[src/rtl/vn_output_collector.sv]
// Captures one batch of switch VN lanes and serializes its valid lanes, lowest index first.
// Optional beat/drop counters are built when VN_COLLECTOR_COUNT_EN is defined.
module vn_output_collector #(
    parameter int unsigned DATA_WIDTH = 32,
    parameter int unsigned NUM_SW     = 4,
    parameter int unsigned IDX_W      = 3
) (
    input  logic                           clk,
    input  logic                           rst_n,
    input  logic [2*NUM_SW*DATA_WIDTH-1:0] i_vn,
    input  logic [2*NUM_SW-1:0]            i_vn_valid,
    output logic                           o_stall,
    output logic [DATA_WIDTH-1:0]          o_data,
    output logic [IDX_W-1:0]               o_idx,
    output logic                           o_valid,
    input  logic                           i_ready,
    output logic                           o_ovf,
`ifdef VN_COLLECTOR_COUNT_EN
    output logic [15:0]                    o_beat_cnt,
    output logic [7:0]                     o_drop_cnt,
`endif
    input  logic                           i_clr_ovf
);

    localparam int unsigned LANES = 2 * NUM_SW;

    typedef enum logic {IDLE, DRAIN} state_t;

    state_t                        r_state;
    state_t                        w_state_nxt;
    logic [LANES*DATA_WIDTH-1:0]   r_batch;
    logic [LANES-1:0]              r_mask;
    logic [LANES-1:0]              w_mask_nxt;
    logic [LANES-1:0]              w_clr_bit;
    logic                          r_ovf;
    logic [IDX_W-1:0]              w_idx;
    logic [DATA_WIDTH-1:0]         w_data;
    logic                          w_valid;
    logic                          w_beat;
    logic                          w_last;
    logic                          w_batch_in;
    logic                          w_capture;
    logic                          w_drop;

    // Lowest pending lane wins; loop runs high to low so the last hit is the lowest.
    always_comb begin
        w_idx  = '0;
        w_data = '0;
        for (int k = int'(LANES) - 1; k >= 0; k--) begin
            if (r_mask[k]) begin
                w_idx  = IDX_W'(k);
                w_data = r_batch[k*DATA_WIDTH +: DATA_WIDTH];
            end
        end
    end

    assign w_valid    = |r_mask;
    assign w_beat     = w_valid & i_ready;
    assign w_last     = w_beat & ((r_mask & (r_mask - LANES'(1))) == '0);
    assign w_batch_in = |i_vn_valid;
    assign w_clr_bit  = LANES'(1) << w_idx;

    assign o_valid = w_valid;
    assign o_idx   = w_idx;
    assign o_data  = w_data;
    assign o_ovf   = r_ovf;

    // Next-state: a new batch is only taken while idle or on the beat that empties the mask.
    always_comb begin
        w_state_nxt = r_state;
        w_mask_nxt  = r_mask;
        w_capture   = 1'b0;
        w_drop      = 1'b0;
        o_stall     = 1'b0;
        if (w_beat) begin
            w_mask_nxt = r_mask & ~w_clr_bit;
        end
        case (r_state)
            IDLE: begin
                if (w_batch_in) begin
                    w_capture   = 1'b1;
                    w_state_nxt = DRAIN;
                end
            end
            DRAIN: begin
                o_stall = !w_last;
                if (w_last) begin
                    if (w_batch_in) begin
                        w_capture = 1'b1;
                    end else begin
                        w_state_nxt = IDLE;
                    end
                end else if (w_batch_in) begin
                    w_drop = 1'b1;
                end
            end
            default: w_state_nxt = IDLE;
        endcase
        if (w_capture) begin
            w_mask_nxt = i_vn_valid;
        end
    end

    always_ff @(posedge clk or negedge rst_n) begin
        if (!rst_n) begin
            r_state <= IDLE;
            r_mask  <= '0;
            r_batch <= '0;
        end else begin
            r_state <= w_state_nxt;
            r_mask  <= w_mask_nxt;
            if (w_capture) begin
                r_batch <= i_vn;
            end
        end
    end

    // Sticky drop flag; a drop in the same cycle as a clear keeps it set.
    always_ff @(posedge clk or negedge rst_n) begin
        if (!rst_n) begin
            r_ovf <= 1'b0;
        end else if (w_drop) begin
            r_ovf <= 1'b1;
        end else if (i_clr_ovf) begin
            r_ovf <= 1'b0;
        end
    end

`ifdef VN_COLLECTOR_COUNT_EN
    logic [15:0] r_beat_cnt;
    logic [7:0]  r_drop_cnt;

    always_ff @(posedge clk or negedge rst_n) begin
        if (!rst_n) begin
            r_beat_cnt <= '0;
            r_drop_cnt <= '0;
        end else begin
            if (w_beat) begin
                r_beat_cnt <= r_beat_cnt + 16'(1);
            end
            if (w_drop && (r_drop_cnt != 8'hFF)) begin
                r_drop_cnt <= r_drop_cnt + 8'(1);
            end
        end
    end

    assign o_beat_cnt = r_beat_cnt;
    assign o_drop_cnt = r_drop_cnt;
`endif

endmodule

[config.mk]
export PLATFORM = sky130hd
export DESIGN_NAME = vn_output_collector
export DESIGN_NICKNAME = d
export VERILOG_FILES = /design/src/rtl/vn_output_collector.sv
export SDC_FILE = /design/constraint.sdc
export NUM_CORES = 1
export LEC_CHECK = 0
export BUFFER_PORTS_ARGS = -buffer_cell sky130_fd_sc_hd__buf_2
export CELL_PAD_IN_SITES_DETAIL_PLACEMENT = 0
export CELL_PAD_IN_SITES_GLOBAL_PLACEMENT = 2
export CORE_MARGIN = 2
export CORE_UTILIZATION = 35
export DETAILED_ROUTE_END_ITERATION = 16
export PLACE_DENSITY_LB_ADDON = 0.1
export REMOVE_ABC_BUFFERS = 1
export SLEW_MARGIN = 20
export SYNTH_ARGS = -nofsm -noshare
export SYNTH_HDL_FRONTEND = slang
export SYNTH_SLANG_ARGS = --single-unit
[constraint.sdc]
create_clock -name clk -period 5.3 [get_ports clk]
set_input_delay 1.06 -clock clk [delete_from_list [all_inputs] [get_ports clk]]
set_output_delay 1.06 -clock clk [all_outputs]
set_load 0.03 [all_outputs]
==> impl_metrics.yaml <==
outcome:
  status: "finished, final reports clean"
synth:
  synth.avg_cell_area_sq_um: 13.21
  synth_edf_count: 0
  yosys.area.top_type_share_pct: 51.24
  ys_async_sr_fraction_pct: 100.0
  synthFlopType: "dfrtp_1"
  syn_inst: 983
  yosysSeqAreaShare_pct: 51.24
  synth_most_common_cell: "dfrtp_1"
  yosysTopAreaCell: "dfrtp_1"
  synthTopCellsByCount: "dfrtp_1, mux2_4, mux2_2, a21oi_1"
  ys_types: 34
  syn_area_sq_mm: 0.01299
  yosys_warnings: 0
  synth.area.top_cells: "dfrtp_1, mux2_4, mux2_2, a221oi_1, o31ai_1"
  ys_seq_elements: 266
routing:
  drt-total-wl_microns: 37080
  drc_errors: 0
  post_drt_wl_per_cell_microns: 21.07
  post_drt_via_cell_ratio: 5.023
  vias: 8841
  drt_iter0_markers: 316
  drt-pass1-iter-count: 4
  ant_nets: 0
clocking:
  clock_path_buffers: 3
  cts_max_level: 2
  cts_num_sinks: 266
  cts_tree: "yes"
  postCtsSetupBuffers: 0
  clkLatencyLatePin_ns: 0.51
  cts_root_buf: "clkbuf_16"
  holdBufCountCts: 0
  cts_resized: 0
  cts.clk_slew.worst_paths_ns: 0.06
  cts_buffers: 34
run:
  maxCapViolations: 0
sta:
  min_period_ns: 4.168
  drv_slew: 0
  setup_viol: 0
  fmax_mhz: 239.9
  rsz0062_at_grt: "false"
  finClkSkew_ns: 0.01110
  tightest_slew_ns: 1.022
  hold_viol_final: 0
  period_share_pct: 78.65
  fin_setup_tns_ns: 0
  maxSlewHeadroom_pct: 31.79
place:
  dpl-instance-area_sq_mm: 0.01486
  port_buffers: 305
  hpwl_microns: 23340
  place_inst: 1693
  gp_congestion: 0.7277
grt:
  grt_pass1_vias: 9166
  grt_pass1_wl_microns: 56300
  grt_max_degree: 98
  grtUsageMet1_pct: 27.35
  top_usage_layer: "met2"
  antenna_found_initial: 13
  globalRouteOverflowTotal: 0
  grtUsageMet2_pct: 28.89
  use_met3_pct: 5.493
  grtUsageTotal_pct: 19.12
layout:
  fillCellCount: 3528
  drive_above_1_share_pct: 49.84
  final_cells: 1760
  postLayoutCellArea_sq_mm: 0.01598
  fin_util_pct: 43.64
  multi_input_area_sq_mm: 0.005707
  finalNetCount: 1529
  regArea_sq_mm: 0.006665
  synthToLayoutAreaGrowth_pct: 22.98
worst_setup_path:
  endpoint_kind: "output port"
  crit_arrival_ns: 3.11
  crit_type: "reg2out"
  startpoint_type: "register"
  worstPathRequired_ns: 4.24
  path_max_fanout: 21
hold_path:
  hp-class: "reg2reg"
pwr:
  power_leakage_uw: 0.008435
  power_density_mw_per_mm2: 278.5
  max-vdd-ir-drop_mv: 0.1907
  p_total_uw: 4449
floorplan:
  die_w_microns: 196.7
  initial_utilization_pct: 35.48
  boundaryPins: 306
  dieHeight_microns: 196.7
  num_rows: 70
  design.die.area_sq_mm: 0.03867
  core_sq_mm: 0.03661
==> sequential cells by signal, indices dropped and copies added, names as in the netlist <==
signal / cells
r_state: 1
r_mask: 8
o_ovf: 1
r_batch: 256
==> report_power, final <==
group / switching [uW] / internal (uW) / leakage, uW
logic: 78.7 / 75.9 / 0.00420
clock network: 876 / 1390 / 0.000541
registers: 0.00544 / 2030 / 0.00370
total: 955 / 3490 / 0.00844
==> placed cells by master (no fill, tap or decap), types with 2 or more instances in the layout <==
master	n
o31ai_1	64
mux2_2	71
inv_1	36
clkbuf_1	13
or4_1	4
dfrtp_2	7
nand2_1	38
o21ai_0	4
mux2_4	185
buf_12	5
buf_2	304
clkinv_2	3
clkbuf_8	8
nor3_1	3
nor2b_1	32
nor2_1	38
nor4_1	2
clkbuf_16	37
o31a_1	2
diode_2	6
a32o_1	5
dfrtp_1	259
buf_4	17
a221oi_1	64
o2bb2ai_1	3
a21oi_1	66
==> worst max-delay path, stage by stage, from the launching register on <==
cell      delay, ns
dfrtp_1        0.43
nor2b_4        0.72
buf_4          0.37
a221oi_1       0.13
o31ai_1        0.25
a221oi_1       0.15
o31ai_1        0.29
buf_2          0.24
==> final timing paths <==
check	start	end	slack, ns	depth (start not counted)
worst max-delay path	r_mask[7]	o_data[11]	1.13	7
worst min-delay path	r_batch[12]	r_batch[12]	0.50	1
worst max register to register	r_mask[1]	r_batch[105]	1.94	8
worst min register to register	r_batch[12]	r_batch[12]	0.50	1
max in group asynchronous	rst_n	r_batch[44]	3.55	2
min in group asynchronous	rst_n	r_batch[48]	0.57	1
==> area by class of cell <==
class / count / area share [%]
diodes: 6 / 0.09399
clock buffers: 58 / 6.790
clock inverters: 3 / 0.09399
inverters: 37 / 0.8694
multi-input cells: 595 / 35.72
flip-flops and latches: 266 / 41.72
well taps: 468 / 3.665
repair buffers: 327 / 11.04
==> through the flow <==
step / hold slack, ns / setup WS (ns)
6_report: 0.5036 / 1.132
5_1_grt: 0.5154 / 0.9596
4_1_cts: 0.5073 / 1.077
3_5_place_dp: 0.4915 / 1.534
3_3_place_gp: 0.4876 / 1.580
2_1_floorplan: 0.4801 / -7.978
==> per-layer routing <==
metal | wire (microns) | vias to the layer above | part of all wire (%)
li1 | - | 4160 | -
met1 | 17650 | 4385 | 48
met2 | 16430 | 228 | 44
met3 | 2396 | 52 | 6.5
met4 | 493 | 16 | 1.3
met5 | 103 | - | 0.28
==> cell families after synthesis <==
family          after synthesis  share of synthesized area, %
flops                       266                         51.24
mux                         256                         27.54
compound gates              215                         11.82
simple gates                124                         4.518
buf+inv                     122                         4.883
Power figures use the tool's default switching activity.
